<file path="config.mk">
export PLATFORM = sky130hd
export DESIGN_NAME = mem_pipe_stage
export DESIGN_NICKNAME = d
export VERILOG_FILES = /design/src/rtl/mem_pipe_pkg.sv /design/src/rtl/mem_wait_timer.sv /design/src/rtl/mem_pipe_stage.sv
export SDC_FILE = /design/constraint.sdc
export NUM_CORES = 1
export LEC_CHECK = 0
export CORE_MARGIN = 3
export CORE_UTILIZATION = 36
export CTS_CLUSTER_SIZE = 8
export DETAILED_ROUTE_END_ITERATION = 6
export PLACE_DENSITY = 0.7
export SKIP_LAST_GASP = 1
export SLEW_MARGIN = 15
export SYNTH_ARGS = -nofsm -noshare
export SYNTH_HDL_FRONTEND = slang
export SYNTH_SLANG_ARGS = --single-unit
</file>
<file path="constraint.sdc">
create_clock -name clk -period 2.9 [get_ports clk]
set_input_delay 0.58 -clock clk [delete_from_list [all_inputs] [get_ports clk]]
set_output_delay 0.58 -clock clk [all_outputs]
set_load 0.02 [all_outputs]
</file>
<file path="src/rtl/mem_pipe_pkg.sv">
// mem_pipe_pkg -- shared types for the MEM pipeline stage.
//   state_e  : data-memory handshake FSM states (IDLE, BUSY)
//   exmem_t  : EX/MEM pipeline register fields
//   memwb_t  : MEM/WB pipeline register fields
//   DMEM_WAIT_MAX_DFLT : default data-memory wait limit in BUSY cycles
package mem_pipe_pkg;

  localparam int DMEM_WAIT_MAX_DFLT = 15;

  typedef enum logic [0:0] {
    IDLE = 1'b0,
    BUSY = 1'b1
  } state_e;

  typedef struct packed {
    logic        valid;
    logic        read;
    logic        write;
    logic        reg_write;
    logic        mem_to_reg;
    logic [4:0]  dest;
    logic [31:0] alu;
    logic [31:0] wdata;
  } exmem_t;

  typedef struct packed {
    logic [31:0] wb_data;
    logic [4:0]  dest;
    logic        reg_write;
  } memwb_t;

endpackage

</file>
<file path="src/rtl/mem_wait_timer.sv">
// mem_wait_timer -- counts BUSY cycles of a data-memory access and flags
// the cycle on which the access has used up its wait budget.
//   clk, reset     : clock, async active-low reset
//   clr            : IDLE->BUSY transition this cycle; counter restarts at 0
//   busy           : FSM is BUSY with a live request
//   timeout        : this BUSY cycle is number DMEM_WAIT_MAX
module mem_wait_timer
  import mem_pipe_pkg::*;
#(
  parameter int DMEM_WAIT_MAX = DMEM_WAIT_MAX_DFLT
) (
  input  logic clk,
  input  logic reset,
  input  logic clr,
  input  logic busy,
  output logic timeout
);

  // Counter holds 0..DMEM_WAIT_MAX-1; the value seen in the k-th BUSY cycle
  // is k-1, so the last allowed cycle is when it equals DMEM_WAIT_MAX-1.
  localparam int CW = (DMEM_WAIT_MAX < 2) ? 1 : $clog2(DMEM_WAIT_MAX);
  localparam logic [CW-1:0] LAST = CW'(DMEM_WAIT_MAX - 1);

  logic [CW-1:0] cnt_q, cnt_d;

  always_comb begin
    timeout = busy & (cnt_q == LAST);
    cnt_d   = cnt_q;
    if (clr)                cnt_d = '0;
    else if (busy && !timeout) cnt_d = cnt_q + CW'(1);
  end

  always_ff @(posedge clk or negedge reset) begin
    if (!reset) cnt_q <= '0;
    else        cnt_q <= cnt_d;
  end

endmodule

</file>
<file path="src/rtl/mem_pipe_stage.sv">
// mem_pipe_stage -- EX/MEM register, data-memory handshake and MEM/WB
// register of a 5-stage pipeline.
//   clk, reset            : clock, async active-low reset
//   ex_*                  : EX-stage results and control, captured when !stall
//   dmem_ready/dmem_rdata : memory handshake / load data
//   dmem_req/we/addr/wdata: memory request
//   ex_mem_alu_result     : EX/MEM ALU result (forwarding source)
//   mem_wb_*              : MEM/WB write-back value, register, enable
//   stall                 : freeze IF/ID/EX and EX/MEM
//   dmem_timeout          : sticky, set when an access is aborted by timeout
//   misalign_err          : sticky, misaligned memory op (only with
//                           MEM_PIPE_ALIGN_CHECK_EN defined, else tied 0)
// Optional feature macro: MEM_PIPE_ALIGN_CHECK_EN.
module mem_pipe_stage
  import mem_pipe_pkg::*;
#(
  parameter int DMEM_WAIT_MAX = DMEM_WAIT_MAX_DFLT
) (
  input  logic        clk,
  input  logic        reset,
  input  logic [31:0] ex_alu_result,
  input  logic [31:0] ex_alu_in_out,
  input  logic        ex_valid,
  input  logic        ex_mem_read,
  input  logic        ex_mem_write,
  input  logic        ex_reg_write,
  input  logic        ex_mem_to_reg,
  input  logic [4:0]  ex_dest_reg,
  input  logic        dmem_ready,
  input  logic [31:0] dmem_rdata,
  output logic        dmem_req,
  output logic        dmem_we,
  output logic [31:0] dmem_addr,
  output logic [31:0] dmem_wdata,
  output logic [31:0] ex_mem_alu_result,
  output logic [31:0] mem_wb_write_back_result,
  output logic [4:0]  mem_wb_dest_reg,
  output logic        mem_wb_reg_write,
  output logic        stall,
  output logic        dmem_timeout,
  output logic        misalign_err
);

  exmem_t exm_q, exm_d;
  memwb_t mwb_q, mwb_d;
  state_e state_q, state_d;
  logic   dmem_timeout_q, dmem_timeout_d;

  logic mem_op, misalign, req, done, enter, timeout, abort;

  // ---------------------------------------------------------------------
  // Request decode (registered state only)
  // ---------------------------------------------------------------------
  always_comb begin
    mem_op = exm_q.valid & (exm_q.read | exm_q.write);
`ifdef MEM_PIPE_ALIGN_CHECK_EN
    misalign = mem_op & (exm_q.alu[1:0] != 2'b00);
`else
    misalign = 1'b0;
`endif
    req   = mem_op & ~misalign & ((state_q == IDLE) | (state_q == BUSY));
    done  = req & dmem_ready;
    // Ready wins over timeout on the same cycle.
    abort = req & ~dmem_ready & timeout;
    enter = (state_q == IDLE) & req & ~dmem_ready;
  end

  mem_wait_timer #(
    .DMEM_WAIT_MAX(DMEM_WAIT_MAX)
  ) u_timer (
    .clk    (clk),
    .reset  (reset),
    .clr    (enter),
    .busy   ((state_q == BUSY) & req),
    .timeout(timeout)
  );

  // Stall drops on the abort cycle so EX/MEM takes the next instruction.
  assign stall      = req & ~dmem_ready & ~timeout;
  assign dmem_req   = req;
  assign dmem_we    = exm_q.write;
  assign dmem_addr  = exm_q.alu;
  assign dmem_wdata = exm_q.wdata;

  assign ex_mem_alu_result        = exm_q.alu;
  assign mem_wb_write_back_result = mwb_q.wb_data;
  assign mem_wb_dest_reg          = mwb_q.dest;
  assign mem_wb_reg_write         = mwb_q.reg_write;
  assign dmem_timeout             = dmem_timeout_q;

  // ---------------------------------------------------------------------
  // FSM
  // ---------------------------------------------------------------------
  always_comb begin
    state_d = state_q;
    case (state_q)
      IDLE: if (req && !dmem_ready) state_d = BUSY;
      BUSY: if (!req || dmem_ready || timeout) state_d = IDLE;
      default: state_d = IDLE;
    endcase
  end

  // ---------------------------------------------------------------------
  // EX/MEM: capture when not stalled, hold otherwise
  // ---------------------------------------------------------------------
  always_comb begin
    exm_d = exm_q;
    if (!stall) begin
      exm_d.valid      = ex_valid;
      exm_d.read       = ex_mem_read;
      exm_d.write      = ex_mem_write;
      exm_d.reg_write  = ex_reg_write;
      exm_d.mem_to_reg = ex_mem_to_reg;
      exm_d.dest       = ex_dest_reg;
      exm_d.alu        = ex_alu_result;
      exm_d.wdata      = ex_alu_in_out;
    end
  end

  // ---------------------------------------------------------------------
  // MEM/WB: bubble (reg_write=0, data/dest held) unless a non-memory op
  // or a completed memory access retires this cycle.
  // ---------------------------------------------------------------------
  always_comb begin
    mwb_d           = mwb_q;
    mwb_d.reg_write = 1'b0;
    if (exm_q.valid && !misalign && (!mem_op || done)) begin
      mwb_d.wb_data   = (mem_op && exm_q.mem_to_reg) ? dmem_rdata : exm_q.alu;
      mwb_d.dest      = exm_q.dest;
      mwb_d.reg_write = exm_q.reg_write;
    end
  end

  assign dmem_timeout_d = dmem_timeout_q | abort;

  always_ff @(posedge clk or negedge reset) begin
    if (!reset) begin
      state_q        <= IDLE;
      exm_q          <= '0;
      mwb_q          <= '0;
      dmem_timeout_q <= 1'b0;
    end else begin
      state_q        <= state_d;
      exm_q          <= exm_d;
      mwb_q          <= mwb_d;
      dmem_timeout_q <= dmem_timeout_d;
    end
  end

`ifdef MEM_PIPE_ALIGN_CHECK_EN
  logic misalign_err_q, misalign_err_d;

  assign misalign_err_d = misalign_err_q | misalign;
  assign misalign_err   = misalign_err_q;

  always_ff @(posedge clk or negedge reset) begin
    if (!reset) misalign_err_q <= 1'b0;
    else        misalign_err_q <= misalign_err_d;
  end
`else
  assign misalign_err = 1'b0;
`endif

endmodule

</file>
==> results of run 1 <==
per-stage QoR:
stage               worst slack, ps  total power, W  hold WS, ps  utilization [%]
floorplan                       974         0.00312          284                -
global placement                230         0.00379          452             49.9
detailed placement              245         0.00383          469             49.9
CTS                             211         0.00616          119             54.2
global route                    134         0.00636          144             54.2
finish                          250         0.00607          119             54.2
cells in the mapped netlist:
library cell    n
nor3_1          2
o211ai_1        1
and3_1          1
mux2_2        142
nand3_1         4
clkbuf_1        1
nor3_2          1
or2_2           1
buf_4          97
o21ai_2         1
nand2b_1        1
dfrtp_1       118
nor2_1          3
ha_1            2
a21oi_1         1
buf_6           6
nand2_1         1
inv_1           4
a211oi_1        2
o21ai_0         5
and4_1          1
nor4_1          1
o311ai_0        2
a41oi_1         1
conb_1          1
a21o_1          1
buf_2           8
nor2b_1         1
worst max-delay path, delay by kind of cell, from the launching register on:
family,cells,cell delay [ps]
AO/OA/AOI/OAI,1,440
flip-flops,1,440
buffers and inverters,2,790
power by group:
group	switching [W]	internal [W]	leakage, nW
clock network	0.000708	0.00158	0.316
logic	0.000754	0.000934	1.66
registers	0.000175	0.00192	1.39
total	0.00164	0.00443	3.37
worst paths after layout:
check | slack [ps] | cells after the start | endpoint
setup / recovery | 250 | 3 | dmem_req
hold / removal | 120 | 1 | dmem_wdata[21]
setup reg to reg | 770 | 6 | dmem_addr[21]
hold reg to reg | 470 | 1 | dmem_timeout
max in group asynchronous | 2120 | 2 | exm_q[72]
min in group clk | 470 | 1 | dmem_timeout
layout make-up:
type	instances	area share [%]
clock buffers	22	5.74
clock inverters	9	2.09
inverters	4	0.182
multi-input cells	176	22.2
flip-flops and latches	118	35.7
well taps	211	3.19
repair buffers	255	30.9
layer usage:
layer,routed length (um),track usage (%),vias up,share of wire (%)
met5,0,0,-,0
met3,1230,5.85,13,9.4
li1,-,-,1645,-
met4,192,5.75,0,1.5
met2,6670,26.2,168,51
met1,5070,17.8,1732,39
cell families after synthesis:
logic type | synth area share (%)
mux | 28.4
buf+inv | 15.2
flops | 52.5
simple gates | 1.69
fa+ha+maj | 0.445
other cells | 0.0667
compound gates | 1.69
repair_timing:
item	4_1_cts	5_1_grt
resized for setup	1	0
setup endpoints to repair	1	0
hold buffers	0	0
==> metrics, run 1 <==
antenna cells=0; Mapped Nets=521; Pleak=3.37 nW; RSZ-0062 raised after global routing=false; vias in the first global route=3915; CP required=2320 ps; VDD IR max=0.000399 V; routed wire length=13.2 mm; layout cells sized above 1=31.7%; Final period util=91.4%; initial antenna violation count=0; reg2reg start=u_timer.cnt_q[0]; Syn Std Cell Area=5630 sq um; Hold Crit Class=in -> async; sequential share of the synthesized area=52.5%; chip height=131 um; Non-Filler Instances=795; Setup crit start=dmem_we; setup TNS=0 ps; 1st-pass router iterations=4; minimum clock period=2650 ps; IO Count=248; maximum clock frequency=377 MHz; Clock Pin Slew Worst Setup and Hold Paths=50 ps; Initial Util=36.9%; worst path cell trace=o21ai_2 -> inv_1 -> clkdlybuf4s50_1; Yosys top cell by area=dfrtp_1; total CTS buffers=17; Post-Synthesis Cells=410; Setup Skew=5.61 ps; GPL Wtd Cong=0.796; YS warnings=0; CP arrival=2070 ps; CP peak stage delay=600 ps; die area=17200 sq um; # setup viols final=0; critical path launch point type=register; max-cap violations=0; deepest clock path buffer count=2; total gr overflow=0; vias per cell=4.48; FF/Latch Area=2950 sq um; CTS tree=yes; CP max stage cell=clkdlybuf4s50_1; Vias=3558; status=completed; Post-DP HPWL=9.54 mm; Layout area overhead=46.9%; clk sinks=118; Avg Inst Size Synth=13.7 sq um; Routed Antenna Nets=0; largest net degree at the start of global routing=75; Avg WL per Cell=16.6 um; max-slew violation count=0; first-pass GRT wire length=20.3 mm; placed inst area=7620 sq um; Port Buffers=246; Cell Pwr Density=734 nW/um^2; htree depth=4; Crit Path Max Fanout=10; Fill cells=1292; clock latency on the worst-skew pair=400 ps; top cell type's share of synthesized area=52.5%; final number of hold-violating endpoints=0; Setup Crit Path Kind=reg -> out; most common cell after layout, fill and taps aside=clkdlybuf4s50_1; nets@finish=683; fin area=8270 sq um; ranking of synthesized cells by area=dfrtp_1 52%, mux2_2 28%, buf_4 13%; Core Area=15300 sq um; area occupied by multi-input gates=1840 sq um; 1st-iter DRT viols=117; Placed Cells=764; Synth cell types=28; GRT Resource Usage Total=15.5%; Die W=131 um; clk root buf=clkbuf_16; drc violations=0; setup bufs post-CTS=0; Critical Path End Type=output port; Site Rows=45; Yosys reg bits=118; most frequent cells in the layout=244 x clkdlybuf4s50_1, 142 x mux2_2, 118 x dfrtp_1
(Power assumes the default switching activity.)
==> run 2: changes to the inputs <==
--- a/config.mk
+++ b/config.mk
@@ -8,6 +8,6 @@
 export CORE_MARGIN = 3
-export CORE_UTILIZATION = 36
+export CORE_UTILIZATION = 46
 export CTS_CLUSTER_SIZE = 8
 export DETAILED_ROUTE_END_ITERATION = 6
-export PLACE_DENSITY = 0.7
+export PLACE_DENSITY = 0.87
 export SKIP_LAST_GASP = 1
==> constraint.sdc (replaced) <==
create_clock -name clk -period 2.9 [get_ports clk]
set_input_delay 0.725 -clock clk [delete_from_list [all_inputs] [get_ports clk]]
set_output_delay 0.725 -clock clk [all_outputs]
set_load 0.02 [all_outputs]
==> metrics, run 2 (synthesis results as in run 1) <==
status=completed; VDD IR max=0.000423 V (+6.0%); CTS tree=yes; Site Rows=39 (-13%); chip height=117 um (-11%); Fin Hold WS=276 ps (+157 ps); critical path launch point type=register; setup bufs post-CTS=0 (unchanged); most frequent cells in the layout=244 x clkdlybuf4s50_1, 142 x mux2_2, 118 x dfrtp_1; total gr overflow=0 (unchanged); antenna cells=0 (unchanged); Setup crit end=stall; Layout area overhead=44.2%; worst path cell trace=inv_1 -> ha_1 -> and4_1 -> nor3_4 -> dlygate4sd2_1; Die W=117 um (-11%); Max-slew headroom=35.9%; Crit Path Max Fanout=7 (-3); Core Area=11700 sq um (-24%); Clock Pin Slew Worst Setup and Hold Paths=50 ps (about the same); CP arrival=1980 ps (-90 ps); 1st-iter DRT viols=222 (+90%); GRT Resource Usage Total=19.8% (+4.4 points); RR Endpoint=dmem_we; layout cells sized above 1=31.7% (+0.054 points); Initial Util=48.2% (+11 points); final worst slack=195 ps (-54.8 ps); Port Buffers=246 (unchanged); RSZ-0062 raised after global routing=false; R2R Setup Slk=310 ps (-460 ps); GPL Wtd Cong=0.739 (-7.3%); fin area=8110 sq um (-1.8%); Final period util=93.3% (+1.9 points); Routed Antenna Nets=0 (unchanged); Setup crit start=u_timer.cnt_q[0]; setup TNS=0 ps (unchanged); total CTS buffers=17 (unchanged); r2r worst-path depth=6 (unchanged); Cell Pwr Density=716 nW/um^2 (-2.5%); reg2reg start=u_timer.cnt_q[0]; clock latency on the worst-skew pair=400 ps (about the same); clk sinks=118 (unchanged); Post-DP HPWL=9.67 mm (+1.4%); Worst Tran Pin Value=961 ps; routed wire length=13.4 mm (+2.0%); max-cap violations=0 (unchanged); Vias=3634 (+2.1%); deepest clock path buffer count=2 (unchanged); Hold Crit Class=in -> async; maximum clock frequency=370 MHz (-2.0%); Setup Skew=6.75 ps (+1.14 ps); first-pass GRT wire length=20.6 mm (+1.6%); htree depth=4 (unchanged); minimum clock period=2700 ps (+54.8 ps); final number of hold-violating endpoints=0 (unchanged); 1st-pass router iterations=4 (unchanged); Pleak=3.33 nW (-1.1%); max-slew violation count=0 (unchanged); drc violations=0 (unchanged); CP peak stage delay=440 ps (-160 ps); CP required=2170 ps (-150 ps); nets@finish=683 (unchanged); initial antenna violation count=0 (unchanged); Setup WS pre-CTS=-14.5 ps (-260 ps); IO Count=248 (unchanged); CP max stage cell=dfrtp_1; vias per cell=5.01 (+12%); die area=13600 sq um (-21%); placed inst area=7530 sq um (-1.1%); Avg WL per Cell=18.5 um (+12%); Critical Path End Type=output port; # setup viols final=0 (unchanged); vias in the first global route=3973 (+1.5%); fin util=69.6% (+15 points); largest net degree at the start of global routing=75 (unchanged); clk root buf=clkbuf_16; Setup Crit Path Kind=reg -> out; most common cell after layout, fill and taps aside=clkdlybuf4s50_1
## run 2: how the worst min path moves through the flow
| stage | start | to | slack [ps] | cells after the start |
|---|---|---|---|---|
| after floorplan | reset | dmem_addr[0] | 430 | 0 |
| after global placement | dmem_timeout | dmem_timeout | 440 | 1 |
| after detailed placement | dmem_timeout | dmem_timeout | 460 | 1 |
| after CTS | reset | dmem_wdata[12] | 280 | 1 |
| after global routing | reset | dmem_wdata[12] | 290 | 1 |
| final | reset | dmem_wdata[12] | 280 | 1 |
## run 2: worst max-delay path, delay by kind of cell, from the launching register on
kind                     cells  cell delay (ps)
adder cells (fa/ha/maj)      1              240
buffers and inverters        2              450
AND/OR/NAND/NOR              2              450
flip-flops                   1              440
## run 2: what timing repair did
item	in CTS	in global routing
gates cloned	0	0
endpoints found under the setup margin	1	1
hold buffers	0	0
gates resized for setup	1	1
## run 2: per-stage QoR
| step | power, W | cells |
|---|---|---|
| after floorplan | 0.00312 | 410 |
| after global placement | 0.00378 | 696 |
| after detailed placement | 0.00383 | 696 |
| after CTS | 0.00587 | 726 |
| after global routing | 0.00607 | 726 |
| final | 0.00581 | 726 |
## run 2: power by group
group / switching (W) / internal (W) / leakage, nW
clock network: 0.000690 / 0.00132 / 0.277
registers: 0.000185 / 0.00192 / 1.39
logic: 0.000762 / 0.000938 / 1.66
total: 0.00164 / 0.00417 / 3.33
## run 2: metal layers
layer | vias up | global-route usage, % | share of wire [%] | wire [um]
met2 | 183 | 36.6 | 53 | 7050
met5 | - | 0 | 0 | 0
met4 | 0 | 6.50 | 1.3 | 179
li1 | 1637 | - | - | -
met3 | 16 | 6.63 | 8.6 | 1160
met1 | 1798 | 21.3 | 37 | 5030
## run 2: layout make-up
| type | count | area (sq um) |
|---|---|---|
| Inverter | 4 | 15.0 |
| Fill cell | 816 | 3550 |
| Timing Repair Buffer | 255 | 2550 |
| Multi-Input combinational cell | 176 | 1840 |
| Tap cell | 143 | 179 |
| Clock inverter | 9 | 103 |
| Sequential cell | 118 | 2950 |
| Clock buffer | 21 | 470 |
